## src/rtl/mips_pkg.sv

```systemverilog
// mips_pkg: shared constants for the fetch stage.
package mips_pkg;
    localparam int          INSTR_W            = 32;
    localparam logic [31:0] NOP_INSTR          = 32'h0000_0000;
    localparam logic [31:0] DEFAULT_RESET_PC   = 32'h0000_0000;
    localparam logic [31:0] DEFAULT_EXC_VECTOR = 32'h8000_0180;
endpackage

```

## src/rtl/pc_reg.sv

```systemverilog
// pc_reg: 32-bit program counter with synchronous reset and load enable.
module pc_reg
    import mips_pkg::*;
#(
    parameter logic [31:0] RESET_PC = DEFAULT_RESET_PC
) (
    input  logic        clk,
    input  logic        rst,
    input  logic        en_i,
    input  logic [31:0] d_i,
    output logic [31:0] q_o
);
    logic [31:0] pc_q;

    always_ff @(posedge clk) begin
        if (rst) pc_q <= RESET_PC;
        else if (en_i) pc_q <= d_i;
    end

    assign q_o = pc_q;
endmodule

```

## src/rtl/fetch_stage.sv

```systemverilog
// fetch_stage: PC selection and IF/ID pipeline register.
// Define FETCH_MISALIGN_TRAP_EN to trap misaligned redirect targets to EXC_VECTOR.
module fetch_stage
    import mips_pkg::*;
#(
    parameter logic [31:0] RESET_PC   = DEFAULT_RESET_PC,
    parameter logic [31:0] EXC_VECTOR = DEFAULT_EXC_VECTOR
) (
    input  logic               clk,
    input  logic               rst,
    input  logic               stall,
    input  logic               branch_taken,
    input  logic [31:0]        branch_target,
    input  logic               jump,
    input  logic [31:0]        jump_target,
    output logic [31:0]        imem_addr,
    input  logic [INSTR_W-1:0] imem_rdata,
    output logic [INSTR_W-1:0] if_id_instr,
    output logic [31:0]        if_id_pc4,
    output logic               if_id_valid,
    output logic               misalign_exc
);
    logic [31:0]        pc_q, pc_d, pc4, target;
    logic               redirect;
    logic [INSTR_W-1:0] instr_q, instr_d;
    logic [31:0]        pc4_q, pc4_d;
    logic               valid_q, valid_d;

    assign pc4      = pc_q + 32'h4;
    assign redirect = branch_taken | jump;
    // The branch is older than the jump, so it wins when both resolve together.
    assign target   = branch_taken ? branch_target : jump_target;

`ifdef FETCH_MISALIGN_TRAP_EN
    logic exc_q;
    logic misaligned;

    assign misaligned = redirect & (|target[1:0]);
    assign pc_d       = misaligned ? EXC_VECTOR : redirect ? target : pc4;

    always_ff @(posedge clk) begin
        if (rst) exc_q <= 1'b0;
        else if (misaligned) exc_q <= 1'b1;
    end

    assign misalign_exc = exc_q;
`else
    logic unused_exc_vector;

    assign unused_exc_vector = ^EXC_VECTOR;
    assign pc_d              = redirect ? target : pc4;
    assign misalign_exc      = 1'b0;
`endif

    pc_reg #(.RESET_PC(RESET_PC)) u_pc_reg (
        .clk  (clk),
        .rst  (rst),
        .en_i (redirect | ~stall),
        .d_i  (pc_d),
        .q_o  (pc_q)
    );

    always_comb begin
        instr_d = redirect ? NOP_INSTR : stall ? instr_q : imem_rdata;
        pc4_d   = redirect ? 32'h0 : stall ? pc4_q : pc4;
        valid_d = redirect ? 1'b0 : stall ? valid_q : 1'b1;
    end

    always_ff @(posedge clk) begin
        if (rst) begin
            instr_q <= NOP_INSTR;
            pc4_q   <= 32'h0;
            valid_q <= 1'b0;
        end else begin
            instr_q <= instr_d;
            pc4_q   <= pc4_d;
            valid_q <= valid_d;
        end
    end

    assign imem_addr   = pc_q;
    assign if_id_instr = instr_q;
    assign if_id_pc4   = pc4_q;
    assign if_id_valid = valid_q;
endmodule

```

## config.mk

```make
export PLATFORM = sky130hd
export DESIGN_NAME = fetch_stage
export DESIGN_NICKNAME = d
export VERILOG_FILES = /design/src/rtl/mips_pkg.sv /design/src/rtl/pc_reg.sv /design/src/rtl/fetch_stage.sv
export SDC_FILE = /design/constraint.sdc
export NUM_CORES = 1
export LEC_CHECK = 0
export ABC_AREA = 1
export CORE_MARGIN = 2
export CORE_UTILIZATION = 46
export CTS_CLUSTER_DIAMETER = 50
export DETAILED_ROUTE_END_ITERATION = 6
export PLACE_DENSITY = 0.84
export REMOVE_ABC_BUFFERS = 1
export SYNTH_ARGS = -nofsm -noshare
export SYNTH_HDL_FRONTEND = slang
export SYNTH_SLANG_ARGS = --single-unit
```

## constraint.sdc

```tcl
create_clock -name clk -period 2.65 [get_ports clk]
set_input_delay 0.6625 -clock clk [delete_from_list [all_inputs] [get_ports clk]]
set_output_delay 0.6625 -clock clk [all_outputs]
set_load 0.02 [all_outputs]
```

# Word-level counts from Yosys, hierarchy flattened
# Cells that the tools add are included.
# op_classes
bitwise	3
addsub	1
reduce_logical	1
mux	2
# ops
cell	count
$mux 32	2
$add 32x3->32 const B	1
$or 1x1->1	2
$reduce_or 2->1	1
$not 1->1	1
# word_totals
regBits	97
output_inout_bits	98

# Longest topological paths before layout
# Gate-level depths: netlist of the first run.
# depth
word_depth	2
mapped_depth	11

# Cells and area by module
# Synthesis of the first run repeated with hierarchy kept, for this count alone.
# unflattened
hier_cells	825
hier_area_um2	5246.3
# by_module_without_submodules
module	n_inst	area_per_inst_um2	cells_each	seq_area_each_um2
fetch_stage	1	3907.5	622	1301.2
pc_reg	1	1338.8	203	640.6

# Least setup slack after synthesis of the first run
# Ideal clock, no wire load.
# synth_timing
path_kind	input -> register
from	in jump
to	reg instr_q[0], in the netlist if_id_instr[0]
cell_stages	7
required_ns	2.584
t_arrival_ns	1.589
slack_ns	0.995
path_buffers	3
cell_sequence	nor2_4 inv_2 or2_1 clkbuf_1 buf_6 buf_6 a21oi_2
# synth_via
elab_chain_len	2
# synth_lines
item	line	source
start: declaration	fetch_stage.sv:14	input logic jump,
$or 1x1->1	fetch_stage.sv:30	assign redirect = branch_taken | jump;
$reduce_or 2->1 (no line)	--	
end signal: assignment	fetch_stage.sv:75	instr_q <= instr_d;
end: declaration	fetch_stage.sv:25	logic [INSTR_W-1:0] instr_q, instr_d;
# No other way between the ends.
# A chain may end at the register's enable or synchronous reset.

# Worst setup path in the final report of the first run
# layout_timing
from	reg u_pc_reg.pc_q[16], in the netlist u_pc_reg.q_o[16]
to	out imem_addr[16]
# layout_rtl
item	line	source
start: declaration	pc_reg.sv:13	logic [31:0] pc_q;
start signal: assignment	pc_reg.sv:17	else if (en_i) pc_q <= d_i;
end: declaration	fetch_stage.sv:16	output logic [31:0] imem_addr,
# No word-level cell between the ends.

==> impl_metrics.tcl, run 1 <==
set metrics [dict create \
    status "finished clean" \
    grt-ovfl-total 0 \
    cts_setup_buffers 0 \
    period_minus_slack_ps 2180 \
    cp.arrival_ps 1520 \
    slowest_stage "clkdlybuf4s50_1" \
    setup_viol 0 \
    path_class "register to output pin" \
    syn_area_sq_um 4700 \
    drc_errors 0 \
    worst_ir_drop_vdd_mv 0.244 \
    cp_max_fo 6 \
    fin_tns_setup_ps 0 \
    power.internal_w 0.00228 \
    grt_pass1_wl_microns 23700 \
    critPathCaptureType "output pin" \
    rsz0062_at_grt "false" \
    hpwl_microns 10700 \
    viasPerCell 5.12 \
    pwr-share-clk_pct 30.8 \
    die_x_microns 105 \
    grt_usage_pct 26.4 \
    switching_share_pct 28.6 \
    ys_seq_area_share_pct 41.4 \
    r2r_cells 11 \
    cp-startpoint "u_pc_reg.q_o[16]$_SDFFE_PP0P_" \
    syn2layout_area_growth_pct 47.0 \
    place.gp.congestion 0.940 \
    cp_top_family "buffers and inverters" \
    required_ps 1990 \
    io_pins 199 \
    root_buffer "clkbuf_8" \
    seq_power_share_pct 49.6 \
    synth_adder_area_share_pct 0.266 \
    synth_seq_cells 97 \
    synthSimpleGateAreaFrac_pct 30.4 \
    async_flop_share_pct 0 \
    pre_cts_slack_ps 121 \
    syn-instance-count 660 \
    cts_hold_buf 0 \
    diodes 0 \
    ff2ff_setup_slack_ps 930 \
    synth_top_flop_cell "dfxtp_1" \
    critPathCapture "imem_addr[16]" \
    slew_headroom_pct 36.0 \
    ant_nets 0 \
    synth-compound-area-share_pct 20.5 \
    first_pass_iters 5 \
    tightestPinTransition_ps 959 \
    wl_per_cell_microns 15.0 \
    muxShareOfSynthArea_pct 0 \
    fin_crit_sh_pct 82.4 \
    fin_util_pct 70.3 \
    fmaxAchievable_mhz 458 \
    fp.dieArea_sq_um 11000 \
    drv_cap 0 \
    num_vias 4996 \
    syn_area_per_cell_sq_um 7.11 \
    slowest_delay_ps 700 \
    synthDistinctLibCells 36 \
    cp_cell_sequence "clkdlybuf4s50_1" \
    htree_num_levels 3 \
    synth_top_family_by_area "simple AND/OR/NAND/NOR gates" \
    drt_iter0_markers 278 \
    power_density_nw_per_um2 462 \
    post_cts_resize_count 0 \
    critPathBufInv 1 \
    grt_antenna_before_repair 0 \
    finClkSkew_ps 5.73 \
    crit_path_start_kind "register" \
    slew_violations 0 \
    pwr-share-comb_pct 19.6 \
    io_buffers 197 \
    clock_sinks 97 \
    path_clk_slew_ps 100 \
    ys_warn_count 0 \
    cp_num_cells 1 \
    clockBufferDepth 2 \
    die_h_microns 105 \
    worst_hold_path_type "register to register" \
    final_cell_area_sq_um 6900 \
    rows 36 \
    cts_buffers 9 \
    switching_power_w 0.000912 \
    clkLatencyLatePin_ps 370 \
    crit-reg2reg-launch "u_pc_reg.q_o[3]$_SDFFE_PP0P_" \
    nNetsFinal 939 \
    synth_edf_count 0 \
    synth_xor_xnor_area_share_pct 0.746 \
    grt_pass1_vias 4988 \
    start_util_pct 47.8 \
    cts_tree "built" \
    drive_gt1_share_pct 9.50 \
    finalHoldViolCount 0 \
    post_dp_cell_area_sq_um 6700 \
    grt_max_degree 68 \
    power_leakage_nw 2.48 \
    routed_wl_microns 14600 \
    coreArea_sq_um 9820 \
    r2r_end "u_pc_reg.q_o[26]$_SDFFE_PP0P_" \
    fin_ws_ps 465 \
]
kinds of logic (layout without fill, tap and decap cells):
group | count (synthesis) | count (layout)
compound gates | 144 | 144
xor+xnor | 4 | 4
fa+ha+maj | 1 | 1
buf+inv | 70 | 252
flops | 97 | 97
other cells | 1 | 1
simple gates | 343 | 343
synth_stat cells (5+ instances only):
cell / number / area share [%]
o22a_1: 19 / 3.5
nor2_4: 7 / 1.7
buf_2: 6 / 0.64
nor2_1: 49 / 3.9
o221ai_1: 5 / 0.93
o21bai_1: 5 / 0.80
a21oi_2: 30 / 5.6
clkbuf_1: 25 / 2.0
inv_1: 28 / 2.2
o22ai_1: 8 / 1.1
nand2_1: 245 / 20
dfxtp_1: 97 / 41
nand3_1: 25 / 2.7
a21oi_1: 68 / 7.2
area by class of cell:
cell class,instances,area [sq um]
fillers,793,2920
multi-input cells,493,2450
repair buffers,206,2030
flip-flops and latches,97,1940
well taps,133,166
clock buffers,9,124
inverters,30,113
clock inverters,7,76.3
registers in the layout, indices dropped and copies added (netlist names):
name / cells
if_id_pc4: 32
if_id_instr: 32
if_id_valid: 1
u_pc_reg.q_o: 32
how the worst min path moves through the flow:
stage	from	end	slack (ps)	cells after the start
5_1_grt	if_id_instr[29]$_SDFFE_PP0N_	if_id_instr[29]$_SDFFE_PP0N_	490	2
4_1_cts	if_id_pc4[5]$_SDFFE_PP0N_	if_id_pc4[5]$_SDFFE_PP0N_	470	2
3_3_place_gp	if_id_instr[25]$_SDFFE_PP0N_	if_id_instr[25]$_SDFFE_PP0N_	450	2
3_5_place_dp	if_id_instr[25]$_SDFFE_PP0N_	if_id_instr[25]$_SDFFE_PP0N_	460	2
6_report	if_id_instr[25]$_SDFFE_PP0N_	if_id_instr[25]$_SDFFE_PP0N_	470	2
2_1_floorplan	if_id_instr[17]$_SDFFE_PP0N_	if_id_instr[17]$_SDFFE_PP0N_	530	2
metrics by stage:
step	power [W]	hold WS, ps	instances
floorplan	0.00187	533	620
global placement	0.00222	451	959
detailed placement	0.00224	459	959
CTS	0.00321	472	975
global route	0.00332	494	975
finish	0.00319	470	975
power groups by stage:
stage / logic, W / clock network [W] / registers (W)
2_1_floorplan: 0.000208 / 0 / 0.00167
3_3_place_gp: 0.000611 / 0 / 0.00161
3_5_place_dp: 0.000622 / 0 / 0.00161
4_1_cts: 0.000625 / 0.00100 / 0.00158
5_1_grt: 0.000670 / 0.00106 / 0.00159
6_report: 0.000624 / 0.000982 / 0.00158
metal layers:
layer	up-vias	wire length (microns)	part of all wire, %	global-route usage (%)
met5	-	0	0	0
met4	0	353	2.4	11.4
met3	29	932	6.4	4.93
met2	196	7180	49	46.1
met1	2275	6160	42	31.5
li1	2496	-	-	-
layout by cell type, fill, tap and decap left out, drive strengths merged, types with 8 or more instances in the layout:
master,instances
nand3,28
nor2,60
clkbuf,9
nand2,250
clkdlybuf4s50,196
buf,10
inv,33
o22ai,8
dfxtp,97
a21oi,98
o22a,19
Note: power is estimated with default switching activity, not from simulation.
==> inputs of run 2 (changes only) <==
--- a/config.mk
+++ b/config.mk
@@ -7,10 +7,10 @@
 export LEC_CHECK = 0
 export ABC_AREA = 1
 export CORE_MARGIN = 2
-export CORE_UTILIZATION = 46
+export CORE_UTILIZATION = 43
 export CTS_CLUSTER_DIAMETER = 50
 export DETAILED_ROUTE_END_ITERATION = 6
-export PLACE_DENSITY = 0.84
+export PLACE_DENSITY = 0.79
 export REMOVE_ABC_BUFFERS = 1
 export SYNTH_ARGS = -nofsm -noshare
 export SYNTH_HDL_FRONTEND = slang
==> constraint.sdc (replaced) <==
create_clock -name clk -period 2.24 [get_ports clk]
set_input_delay 0.56 -clock clk [delete_from_list [all_inputs] [get_ports clk]]
set_output_delay 0.56 -clock clk [all_outputs]
set_load 0.02 [all_outputs]
==> run 2 against run 1 <==
Compared with the run above:
- register-to-register slack worse by 430 ps
- first-iteration DRC count grew 31%
- critical path depth stayed put
- clock skew grew 4.8 ps
- sequential power rose by 18%
- final cell count rose by 0.82%
- die area is 6.7% higher
- power increased by 16%
- clock power is 9% higher
- cell area rose by 0.98%
- count of clock-buffer cells in the layout increased by 4
- hold slack got worse by 0.76 ps
- highest routed layer unchanged
==> impl_metrics.tcl, run 2 (synthesized netlist as in run 1, its figures left out) <==
set metrics [dict create \
    r2r_cells 11 \
    htree_num_levels 3 \
    clkLatencyLatePin_ps 360 \
    period_minus_slack_ps 2060 \
    fin_tns_setup_ps 0 \
    cts_buffers 9 \
    diodes 0 \
    final_common_cell "nand2_1" \
    fin_cells 983 \
    slew_violations 0 \
    num_vias 4991 \
    final_cell_mix "nand2_1, clkdlybuf4s50_1, dfxtp_1" \
    rsz0062_at_grt "false" \
    drt_iter0_markers 364 \
    syn2layout_area_growth_pct 48.4 \
    coreArea_sq_um 10700 \
    first_pass_iters 4 \
    dpl.cell_count 968 \
    routed_wl_microns 14400 \
    pre_cts_slack_ps 237 \
    rows 38 \
    grt-ovfl-total 0 \
    cp_num_cells 1 \
    cts_setup_buffers 0 \
    setup_viol 0 \
    fin_crit_sh_pct 92.1 \
    drc_errors 0 \
    drive_gt1_share_pct 9.49 \
    crit_path_start_kind "register" \
    critPathBufInv 1 \
    power_density_nw_per_um2 530 \
    status "finished clean" \
    min_delay_path_depth 2 \
    grt_antenna_before_repair 0 \
    fmaxAchievable_mhz 485 \
    place.gp.congestion 0.967 \
    clock_sinks 97 \
    slowest_delay_ps 660 \
    fp.dieArea_sq_um 11800 \
    io_pins 199 \
    finClkSkew_ps 10.5 \
    wl_per_cell_microns 14.7 \
    cp_max_fo 6 \
    fin_ws_ps 176 \
    worst_hold_path_type "register to register" \
    cp.arrival_ps 1500 \
    slowest_stage "clkdlybuf4s50_1" \
    cp_top_family "buffers and inverters" \
    start_util_pct 43.7 \
    required_ps 1680 \
    cp_cell_sequence "clkdlybuf4s50_1" \
    die_h_microns 109 \
    cts_tree "built" \
    ant_nets 0 \
    fin_hold_ws_ps 470 \
    finalHoldViolCount 0 \
    viasPerCell 5.08 \
    path_clk_slew_ps 90 \
    drv_cap 0 \
    power_leakage_nw 2.51 \
    cts_hold_buf 0 \
    io_buffers 197 \
    post_cts_resize_count 0 \
    critPathCaptureType "output pin" \
    worst_ir_drop_vdd_mv 0.401 \
    grt_pass1_wl_microns 22300 \
    nNetsFinal 941 \
    clockBufferDepth 2 \
    root_buffer "clkbuf_8" \
    grt_pass1_vias 4691 \
    path_class "register to output pin" \
    hpwl_microns 10500 \
    die_x_microns 109 \
    grt_usage_pct 23.7 \
    fillers 947 \
    grt_max_degree 78 \
]
-- run 2: cell count changes in the layout (fill, tap and decap cells not counted), sizes merged --
cell,delta
inv,-3
clkbuf,+4
clkinvlp,-1
bufinv,-1
buf,+2
-- run 2: layer usage --
layer  vias to the layer above  share of wire [%]  wire [microns]  global-route usage [%]
met1                      2307                 43            6230                    29.2
met5                         -                  0               0                       0
met3                        13                7.0            1010                    4.46
li1                       2494                  -               -                       -
met4                         0                1.2             170                    7.60
met2                       177                 49            7010                    41.6
-- run 2: stage by stage --
stage / power, W / instance area (sq um) / util (%)
after global routing: 0.00385 / 6970 / 64.9
final: 0.00369 / 6970 / 64.9
after CTS: 0.00372 / 6970 / 64.9
after detailed placement: 0.00266 / 6790 / 63.2
after global placement: 0.00265 / 6790 / 63.2
after floorplan: 0.00222 / 4500 / -
-- run 2: final timing paths --
path | start | endpoint | slack, ps
worst min register to register | if_id_pc4[9]$_SDFFE_PP0N_ | if_id_pc4[9]$_SDFFE_PP0N_ | 470
worst min-delay path | if_id_pc4[9]$_SDFFE_PP0N_ | if_id_pc4[9]$_SDFFE_PP0N_ | 470
worst max register to register | u_pc_reg.q_o[3]$_SDFFE_PP0P_ | u_pc_reg.q_o[20]$_SDFFE_PP0P_ | 500
worst max-delay path | u_pc_reg.q_o[19]$_SDFFE_PP0P_ | imem_addr[19] | 180
-- run 2: power by group --
| group | switching, W | internal, W | leakage (nW) | total [W] |
|---|---|---|---|---|
| Combinational | 0.000361 | 0.000388 | 1.62 | 0.000749 |
| Sequential | 0.0000831 | 0.00179 | 0.793 | 0.00187 |
| Clock | 0.000581 | 0.000488 | 0.0915 | 0.00107 |
-- run 2: tightest hold or removal path, stage by stage (launching register included) --
cell     delay [ps]
dfxtp_1         320
nand2_1          60
a21oi_1          50
-- run 2: layout make-up --
type | instances | area (sq um) | share of cell area (%)
Clock buffer | 13 | 169 | 2.42
Inverter | 30 | 113 | 1.62
Tap cell | 140 | 175 | 2.51
Timing Repair Buffer | 208 | 2110 | 30.3
Clock inverter | 2 | 12.5 | 0.180
Sequential cell | 97 | 1940 | 27.9
Multi-Input combinational cell | 493 | 2450 | 35.1
==> inputs of run 3 (changes only) <==
--- a/config.mk
+++ b/config.mk
@@ -6,7 +6,7 @@
 export NUM_CORES = 1
 export LEC_CHECK = 0
 export ABC_AREA = 1
-export CORE_MARGIN = 2
+export CORE_MARGIN = 1.5
 export CORE_UTILIZATION = 43
 export CTS_CLUSTER_DIAMETER = 50
 export DETAILED_ROUTE_END_ITERATION = 6
==> run 3 against run 2 <==
Compared with the run above:
- final cell count fell by 0.20%
- critical path depth did not move
- worst setup slack got worse by 23 ps
- sequential power barely moved
- clock power rose by 21%
- largest cell class unchanged
==> impl_metrics.tcl, run 3 (synthesized netlist as in run 1, its figures left out) <==
set metrics [dict create \
    final_common_cell "nand2_1" \
    ant_nets 0 \
    grt_antenna_before_repair 0 \
    grt_pass1_wl_microns 23800 \
    diodes 0 \
    grt_usage_pct 25.9 \
    rsz0062_at_grt "false" \
    grt-ovfl-total 0 \
    clockBufferDepth 2 \
    worst_hold_path_type "register to register" \
    ff2ff_setup_slack_ps 510 \
    slowest_delay_ps 710 \
    grt_pass1_vias 5029 \
    setup_viol 0 \
    routed_wl_microns 14900 \
    cp_top_family "buffers and inverters" \
    die_h_microns 108 \
    fmaxAchievable_mhz 479 \
    status "finished clean" \
    fin_util_pct 67.1 \
    drive_gt1_share_pct 9.70 \
    io_buffers 197 \
    period_minus_slack_ps 2090 \
    cp.arrival_ps 1530 \
    critPathBufInv 1 \
    slew_violations 0 \
    drt_iter0_markers 407 \
    start_util_pct 44.9 \
    hpwl_microns 11000 \
    final_cell_area_sq_um 7020 \
    post_dp_cell_area_sq_um 6790 \
    required_ps 1680 \
    rows 37 \
    cp_max_fo 6 \
    power_density_nw_per_um2 559 \
    finalHoldViolCount 0 \
    cts_tree "built" \
    first_pass_iters 5 \
    fin_crit_sh_pct 93.1 \
    coreArea_sq_um 10500 \
    syn2layout_area_growth_pct 49.5 \
    clock_sinks 97 \
    fillers 911 \
    viasPerCell 5.20 \
    crit_path_start_kind "register" \
    critPathCaptureType "output pin" \
    cts_setup_buffers 0 \
    slowest_stage "clkdlybuf4s50_1" \
    cts_buffers 9 \
    wl_per_cell_microns 15.1 \
    path_clk_slew_ps 90 \
    cp_cell_sequence "clkdlybuf4s50_1" \
    post_cts_resize_count 0 \
    drv_cap 0 \
    root_buffer "clkbuf_8" \
    place.gp.congestion 0.933 \
    drc_errors 0 \
    power_leakage_nw 2.54 \
    htree_num_levels 3 \
    final_cell_mix "nand2_1, clkdlybuf4s50_1, dfxtp_1" \
    fp.dieArea_sq_um 11600 \
    num_vias 5105 \
    clkLatencyLatePin_ps 360 \
    path_class "register to output pin" \
    cts_hold_buf 0 \
    io_pins 199 \
    nNetsFinal 942 \
    finClkSkew_ps 8.14 \
    worst_ir_drop_vdd_mv 0.402 \
    grt_max_degree 46 \
    die_x_microns 108 \
]
[run 3: cell type report]
type                            count  area, sq um  share of cell area (%)
Timing Repair Buffer              209         2120                    30.2
Multi-Input combinational cell    493         2450                    34.8
Sequential cell                    97         1940                    27.7
Inverter                           30          113                    1.60
Tap cell                          136          170                    2.42
Clock buffer                       12          155                    2.21
Clock inverter                      4         73.8                    1.05
[run 3: metal layers]
metal	GRT usage, %	part of all wire, %	vias up
met5	0	0	-
met4	12.6	2.8	0
met3	4.60	7.4	33
met2	44.4	48	236
met1	31.2	42	2336
li1	-	-	2500
[run 3: power by group]
| group | total [W] | switching [W] | internal, W |
|---|---|---|---|
| registers | 0.00187 | 0.0000833 | 0.00179 |
| clock network | 0.00129 | 0.000600 | 0.000693 |
| logic | 0.000756 | 0.000365 | 0.000391 |
| total | 0.00392 | 0.00105 | 0.00287 |
[run 3: final timing paths]
kind / cells past startpoint / to / from
min reg2reg: 2 / if_id_instr[27]$_SDFFE_PP0N_ / if_id_instr[27]$_SDFFE_PP0N_
min: 2 / if_id_instr[27]$_SDFFE_PP0N_ / if_id_instr[27]$_SDFFE_PP0N_
max: 1 / imem_addr[16] / u_pc_reg.q_o[16]$_SDFFE_PP0P_
max reg2reg: 11 / u_pc_reg.q_o[26]$_SDFFE_PP0P_ / u_pc_reg.q_o[2]$_SDFFE_PP0P_
[run 3: through the flow]
step | std cells | TNS (ps) | power [W] | hold WS, ps | setup WS [ps]
after CTS | 981 | 0 | 0.00395 | 471 | 109
after detailed placement | 965 | 0 | 0.00266 | 457 | 186
after floorplan | 620 | -34880 | 0.00222 | 533 | -650
after global placement | 965 | 0 | 0.00265 | 445 | 260
final | 981 | 0 | 0.00392 | 470 | 154
after global routing | 981 | 0 | 0.00410 | 496 | 60.8
